**config.mk**
```make
export PLATFORM = sky130hd
export DESIGN_NAME = alu_master
export DESIGN_NICKNAME = d
export VERILOG_FILES = /design/src/rtl/alu_master.sv
export SDC_FILE = /design/constraint.sdc
export NUM_CORES = 1
export LEC_CHECK = 0
export CORE_ASPECT_RATIO = 0.6
export CORE_UTILIZATION = 35
export CTS_CLUSTER_DIAMETER = 80
export DETAILED_ROUTE_END_ITERATION = 8
export PLACE_DENSITY = 0.63
export SYNTH_ARGS = -nofsm -noshare
export SYNTH_HDL_FRONTEND = slang
export SYNTH_SLANG_ARGS = --single-unit
```
**constraint.sdc**
```tcl
create_clock -name clk -period 1.51 [get_ports clk]
set_input_delay 0.302 -clock clk [delete_from_list [all_inputs] [get_ports clk]]
set_output_delay 0.302 -clock clk [all_outputs]
set_load 0.01 [all_outputs]
```
**src/rtl/alu_master.sv**
```systemverilog
// alu_master: bus initiator that owns every ALU register-file cycle.
// Accepts one command (control word plus two operands) on a valid/ready
// handshake. It writes DR0, DR1 and CR, waits SETTLE_CYCLES, reads RE and AD,
// and returns both words in a single response beat.
//
// Ports
//   clk, rst_n                  clock, async active-low reset
//   cmd_valid/cmd_ready         command handshake; cmd_cr/cmd_op0/cmd_op1 payload
//   rsp_valid/rsp_ready         response handshake; rsp_re/rsp_ad payload
//   addr_bus                    {region code, 4'h0}; region 0 selects nothing
//   data_bus_out, bus_we        write data and one-cycle write strobe
//   bus_rd, data_bus_in         read strobe and combinational read data
//   busy                        high whenever a command is in flight
module alu_master #(
  parameter int          DATA_WIDTH    = 8,
  parameter logic [3:0]  DR0_SEL       = 4'h1,
  parameter logic [3:0]  DR1_SEL       = 4'h2,
  parameter logic [3:0]  CR_SEL        = 4'h3,
  parameter logic [3:0]  RE_SEL        = 4'h4,
  parameter logic [3:0]  AD_SEL        = 4'h5,
  parameter int          SETTLE_CYCLES = 1
) (
  input  logic                  clk,
  input  logic                  rst_n,
  input  logic                  cmd_valid,
  output logic                  cmd_ready,
  input  logic [DATA_WIDTH-1:0] cmd_cr,
  input  logic [DATA_WIDTH-1:0] cmd_op0,
  input  logic [DATA_WIDTH-1:0] cmd_op1,
  output logic                  rsp_valid,
  input  logic                  rsp_ready,
  output logic [DATA_WIDTH-1:0] rsp_re,
  output logic [DATA_WIDTH-1:0] rsp_ad,
  output logic [7:0]            addr_bus,
  output logic [DATA_WIDTH-1:0] data_bus_out,
  output logic                  bus_we,
  output logic                  bus_rd,
  input  logic [DATA_WIDTH-1:0] data_bus_in,
  output logic                  busy
);

  typedef enum logic [2:0] {
    ST_IDLE, ST_WR_DR0, ST_WR_DR1, ST_WR_CR, ST_WAIT, ST_RD_RE, ST_RD_AD, ST_RESP
  } state_t;

  typedef struct packed {
    logic [DATA_WIDTH-1:0] cr;
    logic [DATA_WIDTH-1:0] op0;
    logic [DATA_WIDTH-1:0] op1;
  } cmd_t;

  // WAIT counts down to zero, so it is loaded with one less than the settle time.
  localparam logic [3:0] SETTLE_M1 = (SETTLE_CYCLES == 0) ? 4'd0 : 4'(SETTLE_CYCLES - 1);

  state_t     state, state_nxt;
  cmd_t       cmd_q;
  logic [3:0] cnt;

  always_ff @(posedge clk or negedge rst_n) begin
    if (!rst_n) begin
      state  <= ST_IDLE;
      cmd_q  <= '0;
      cnt    <= '0;
      rsp_re <= '0;
      rsp_ad <= '0;
    end else begin
      state <= state_nxt;
      if (cmd_valid && cmd_ready)
        cmd_q <= '{cr: cmd_cr, op0: cmd_op0, op1: cmd_op1};
      if (state == ST_WR_CR)
        cnt <= SETTLE_M1;
      else if (state == ST_WAIT && cnt != 4'd0)
        cnt <= cnt - 4'd1;
      if (state == ST_RD_RE) rsp_re <= data_bus_in;
      if (state == ST_RD_AD) rsp_ad <= data_bus_in;
    end
  end

  // Bus outputs decode straight from state, so an async reset idles the bus
  // in the same instant it clears the state register.
  always_comb begin
    state_nxt    = state;
    cmd_ready    = 1'b0;
    rsp_valid    = 1'b0;
    addr_bus     = 8'h00;
    data_bus_out = '0;
    bus_we       = 1'b0;
    bus_rd       = 1'b0;
    case (state)
      ST_IDLE: begin
        cmd_ready = 1'b1;
        if (cmd_valid) state_nxt = ST_WR_DR0;
      end
      ST_WR_DR0: begin
        addr_bus     = {DR0_SEL, 4'h0};
        data_bus_out = cmd_q.op0;
        bus_we       = 1'b1;
        state_nxt    = ST_WR_DR1;
      end
      ST_WR_DR1: begin
        addr_bus     = {DR1_SEL, 4'h0};
        data_bus_out = cmd_q.op1;
        bus_we       = 1'b1;
        state_nxt    = ST_WR_CR;
      end
      ST_WR_CR: begin
        addr_bus     = {CR_SEL, 4'h0};
        data_bus_out = cmd_q.cr;
        bus_we       = 1'b1;
        state_nxt    = (SETTLE_CYCLES == 0) ? ST_RD_RE : ST_WAIT;
      end
      ST_WAIT: begin
        if (cnt == 4'd0) state_nxt = ST_RD_RE;
      end
      ST_RD_RE: begin
        addr_bus  = {RE_SEL, 4'h0};
        bus_rd    = 1'b1;
        state_nxt = ST_RD_AD;
      end
      ST_RD_AD: begin
        addr_bus  = {AD_SEL, 4'h0};
        bus_rd    = 1'b1;
        state_nxt = ST_RESP;
      end
      ST_RESP: begin
        rsp_valid = 1'b1;
        if (rsp_ready) state_nxt = ST_IDLE;
      end
      default: state_nxt = ST_IDLE;
    endcase
  end

  assign busy = (state != ST_IDLE);

endmodule

```
==> flow_metrics.py <==
metrics = {
    "placement": {
        "place_area_um2": 3250,
        "pre_cts_ws_ps": -348,
        "io_buffers": 67,
        "place_congestion": 0.728,
        "post-dp-hpwl_um": 3890,
    },
    "detailed_routing": {
        "first_iter_violations": 50,
        "avgRoutedWirePerCell_um": 15.2,
        "drc": 0,
        "via_count": 1688,
        "vias_per_cell": 4.65,
        "drt_wl_total_um": 5510,
        "drt-pass1-iter-count": 4,
        "ant_nets": 0,
    },
    "synthesis": {
        "ys_ff_latch": 47,
        "yosysTopAreaCell": "dfrtp_1",
        "synth.avg_cell_area_um2": 13.3,
        "yosysSeqAreaShare_pct": 50.5,
        "yosysWarnings": 0,
        "synth_area_leaders": "dfrtp_1 50%, mux2_2 14%, mux2_4 13%",
        "synth_top_area_share_pct": 50.5,
        "netlist_area_um2": 2330,
        "synth.distinct_cells": 31,
        "syn_inst": 175,
    },
    "flow_run": {
        "drv_cap": 0,
    },
    "clock_network": {
        "htree_levels": 2,
        "clk_path_buf_depth": 2,
        "cts-root-buf": "clkbuf_8",
        "path_clk_slew_ps": 90,
        "clock_sinks": 47,
        "cts_tree": "done",
        "numCtsBuffers": 5,
        "clkLatencyLatePin_ps": 300,
    },
    "timing": {
        "finalWorstSetupSlack_ps": -307,
        "setup_violations": 40,
        "drv_slew": 0,
        "hold_viol": 0,
        "grt_setup_unrepaired": "yes",
        "period_share_pct": 120,
        "fin_worst_skew_ps": 5.59,
        "period_minus_slack_ps": 1820,
        "max_freq_mhz": 550,
    },
    "cells_and_area": {
        "nets": 316,
        "area_growth_pct": 53.1,
        "final_util_pct": 56.8,
        "fillers": 545,
        "antenna_cells": 0,
        "final_cell_area_um2": 3570,
        "drive_gt1_share_pct": 48.7,
    },
    "worst_setup_path": {
        "cp_slowest_cell": "dfrtp_1",
        "cp_max_fo": 5,
        "worstPathCellList": "buf_6, mux2_4, a22oi_2, nor2_1, buf_2",
        "rr_worst_depth": 7,
        "path_class": "reg -> out",
        "cp.arrival_ps": 1520,
        "end_kind": "output port",
        "cp_slowest_stage_delay_ps": 430,
        "cp-start-kind": "flip-flop",
        "critical_path_required_ps": 1210,
    },
    "power_and_ir_drop": {
        "ir_drop_uv": 824,
        "p_leak_nw": 1.68,
        "total_power_mw": 6.68,
        "powerDensity_nw_per_um2": 1870,
    },
    "die": {
        "io_pins": 73,
        "initial_utilization_pct": 37.1,
        "rows": 22,
        "core-area_um2": 6280,
        "die_y_um": 65.2,
        "die_width_um": 107,
        "die_area_um2": 7000,
    },
    "global_routing": {
        "antenna_found_initial": 0,
        "grt_usage_pct": 17.2,
        "grt_overflow": 0,
        "grt_pass1_vias": 1719,
        "grt_pass1_wl_um": 8960,
        "grt_max_degree": 32,
    },
    "status": {
        "outcome": "finished, violations left",
        "violations": "negative setup slack",
    },
    "hold_path": {
        "hold_path.class": "in -> async",
    },
}
[cell usage after synthesis]
master / count
dfrtp_1: 47
mux2_2: 28
mux2_4: 20
nor2_1: 12
a22oi_1: 8
buf_4: 7
inv_1: 7
o21ai_0: 5
a21oi_1: 4
buf_6: 3
clkbuf_1: 3
mux2i_1: 3
nor3_1: 3
buf_12: 2
ha_1: 2
nand2_1: 2
nand3_1: 2
nor2b_1: 2
o21a_1: 2
or3b_2: 2
a2bb2oi_1: 1
and3_1: 1
and3_4: 1
buf_2: 1
conb_1: 1
nand2_2: 1
nand3_2: 1
nand4_1: 1
nor2_8: 1
nor3b_1: 1
o22ai_1: 1
[sequential cells by signal, indices dropped and copies added, names as in the netlist]
name    cells
rsp_ad      8
cmd_q      24
cnt         4
state       3
rsp_re      8
[critical path: cells and delay by family, from the launching register on]
kind                   cells  cell delay (ps)
AND/OR/NAND/NOR            1               60
AO/OA/AOI/OAI              1              110
multiplexers               1              310
flip-flops                 1              430
buffers and inverters      2              300
[what timing repair did]
action / 4_1_cts / 5_1_grt
hold buffers: 1 / 0
pin swaps: 12 / 12
hold endpoints to repair: 16 / 0
buffers inserted: 4 / 3
resized for setup: 101 / 17
endpoints found under the setup margin: 58 / 47
gates cloned: 2 / 0
[metrics by stage]
step           std cells  hold slack (ps)  TNS (ps)
5_1_grt              363              488    -12460
2_1_floorplan        179             6.41         0
6_report             363              461    -10310
3_3_place_gp         346              260     -7720
4_1_cts              360              456    -10370
3_5_place_dp         346              267     -8270
[cells in the final DEF, fill, tap and decap left out, drive strengths merged, types with 4 or more instances in the layout]
cell,n
o21ai,5
dlygate4sd2,14
a22oi,8
buf,54
conb,5
mux2,48
nor2,13
dfrtp,47
inv,8
clkbuf,6
a21oi,4
clkdlybuf4s50,34
[layer usage]
| layer | part of all wire, % | routed length [um] | up-vias | GRT usage (%) |
|---|---|---|---|---|
| met5 | 0 | 0 | - | 0 |
| met4 | 0.76 | 42 | 0 | 4.11 |
| met3 | 7.2 | 398 | 6 | 5.85 |
| met2 | 41 | 2230 | 51 | 24.3 |
| met1 | 51 | 2840 | 824 | 25.1 |
| li1 | - | - | 807 | - |
[final cells by class]
| class | instances | area (um^2) | area share (%) |
|---|---|---|---|
| clock buffers | 6 | 82.6 | 2.31 |
| clock inverters | 2 | 38.8 | 1.09 |
| inverters | 7 | 26.3 | 0.737 |
| multi-input cells | 109 | 1110 | 31.1 |
| flip-flops and latches | 47 | 1180 | 33.0 |
| well taps | 84 | 105 | 2.95 |
| repair buffers | 108 | 1030 | 28.9 |
[power by group]
part | switching [mW] | total (mW) | leakage, nW | internal, mW
Sequential | 0.334 | 2.15 | 0.576 | 1.81
Combinational | 1.44 | 3.54 | 1.05 | 2.10
Clock | 0.451 | 0.996 | 0.0618 | 0.545
Total | 2.22 | 6.68 | 1.68 | 4.46
[final timing paths]
check | startpoint | slack [ps] | endpoint
worst max-delay path | state[0]$_DFFE_PN0P_ | -310 | data_bus_out[7]
worst min-delay path | rst_n | 460 | cmd_q[20]$_DFFE_PN0P_
worst max register to register | state[0]$_DFFE_PN0P_ | -290 | cmd_q[4]$_DFFE_PN0P_
worst min register to register | rsp_re[0]$_DFFE_PN0P_ | 510 | rsp_re[0]$_DFFE_PN0P_
max in group asynchronous | rst_n | 540 | cmd_q[22]$_DFFE_PN0P_
min in group clk | rsp_re[0]$_DFFE_PN0P_ | 510 | rsp_re[0]$_DFFE_PN0P_
[cell families after synthesis]
kind of cell	share of synthesized area (%)
other cells	0.161
fa+ha+maj	1.07
buf+inv	7.25
mux	27.7
flops	50.5
simple gates	7.52
compound gates	5.80
Power figures use the tool's default switching activity.
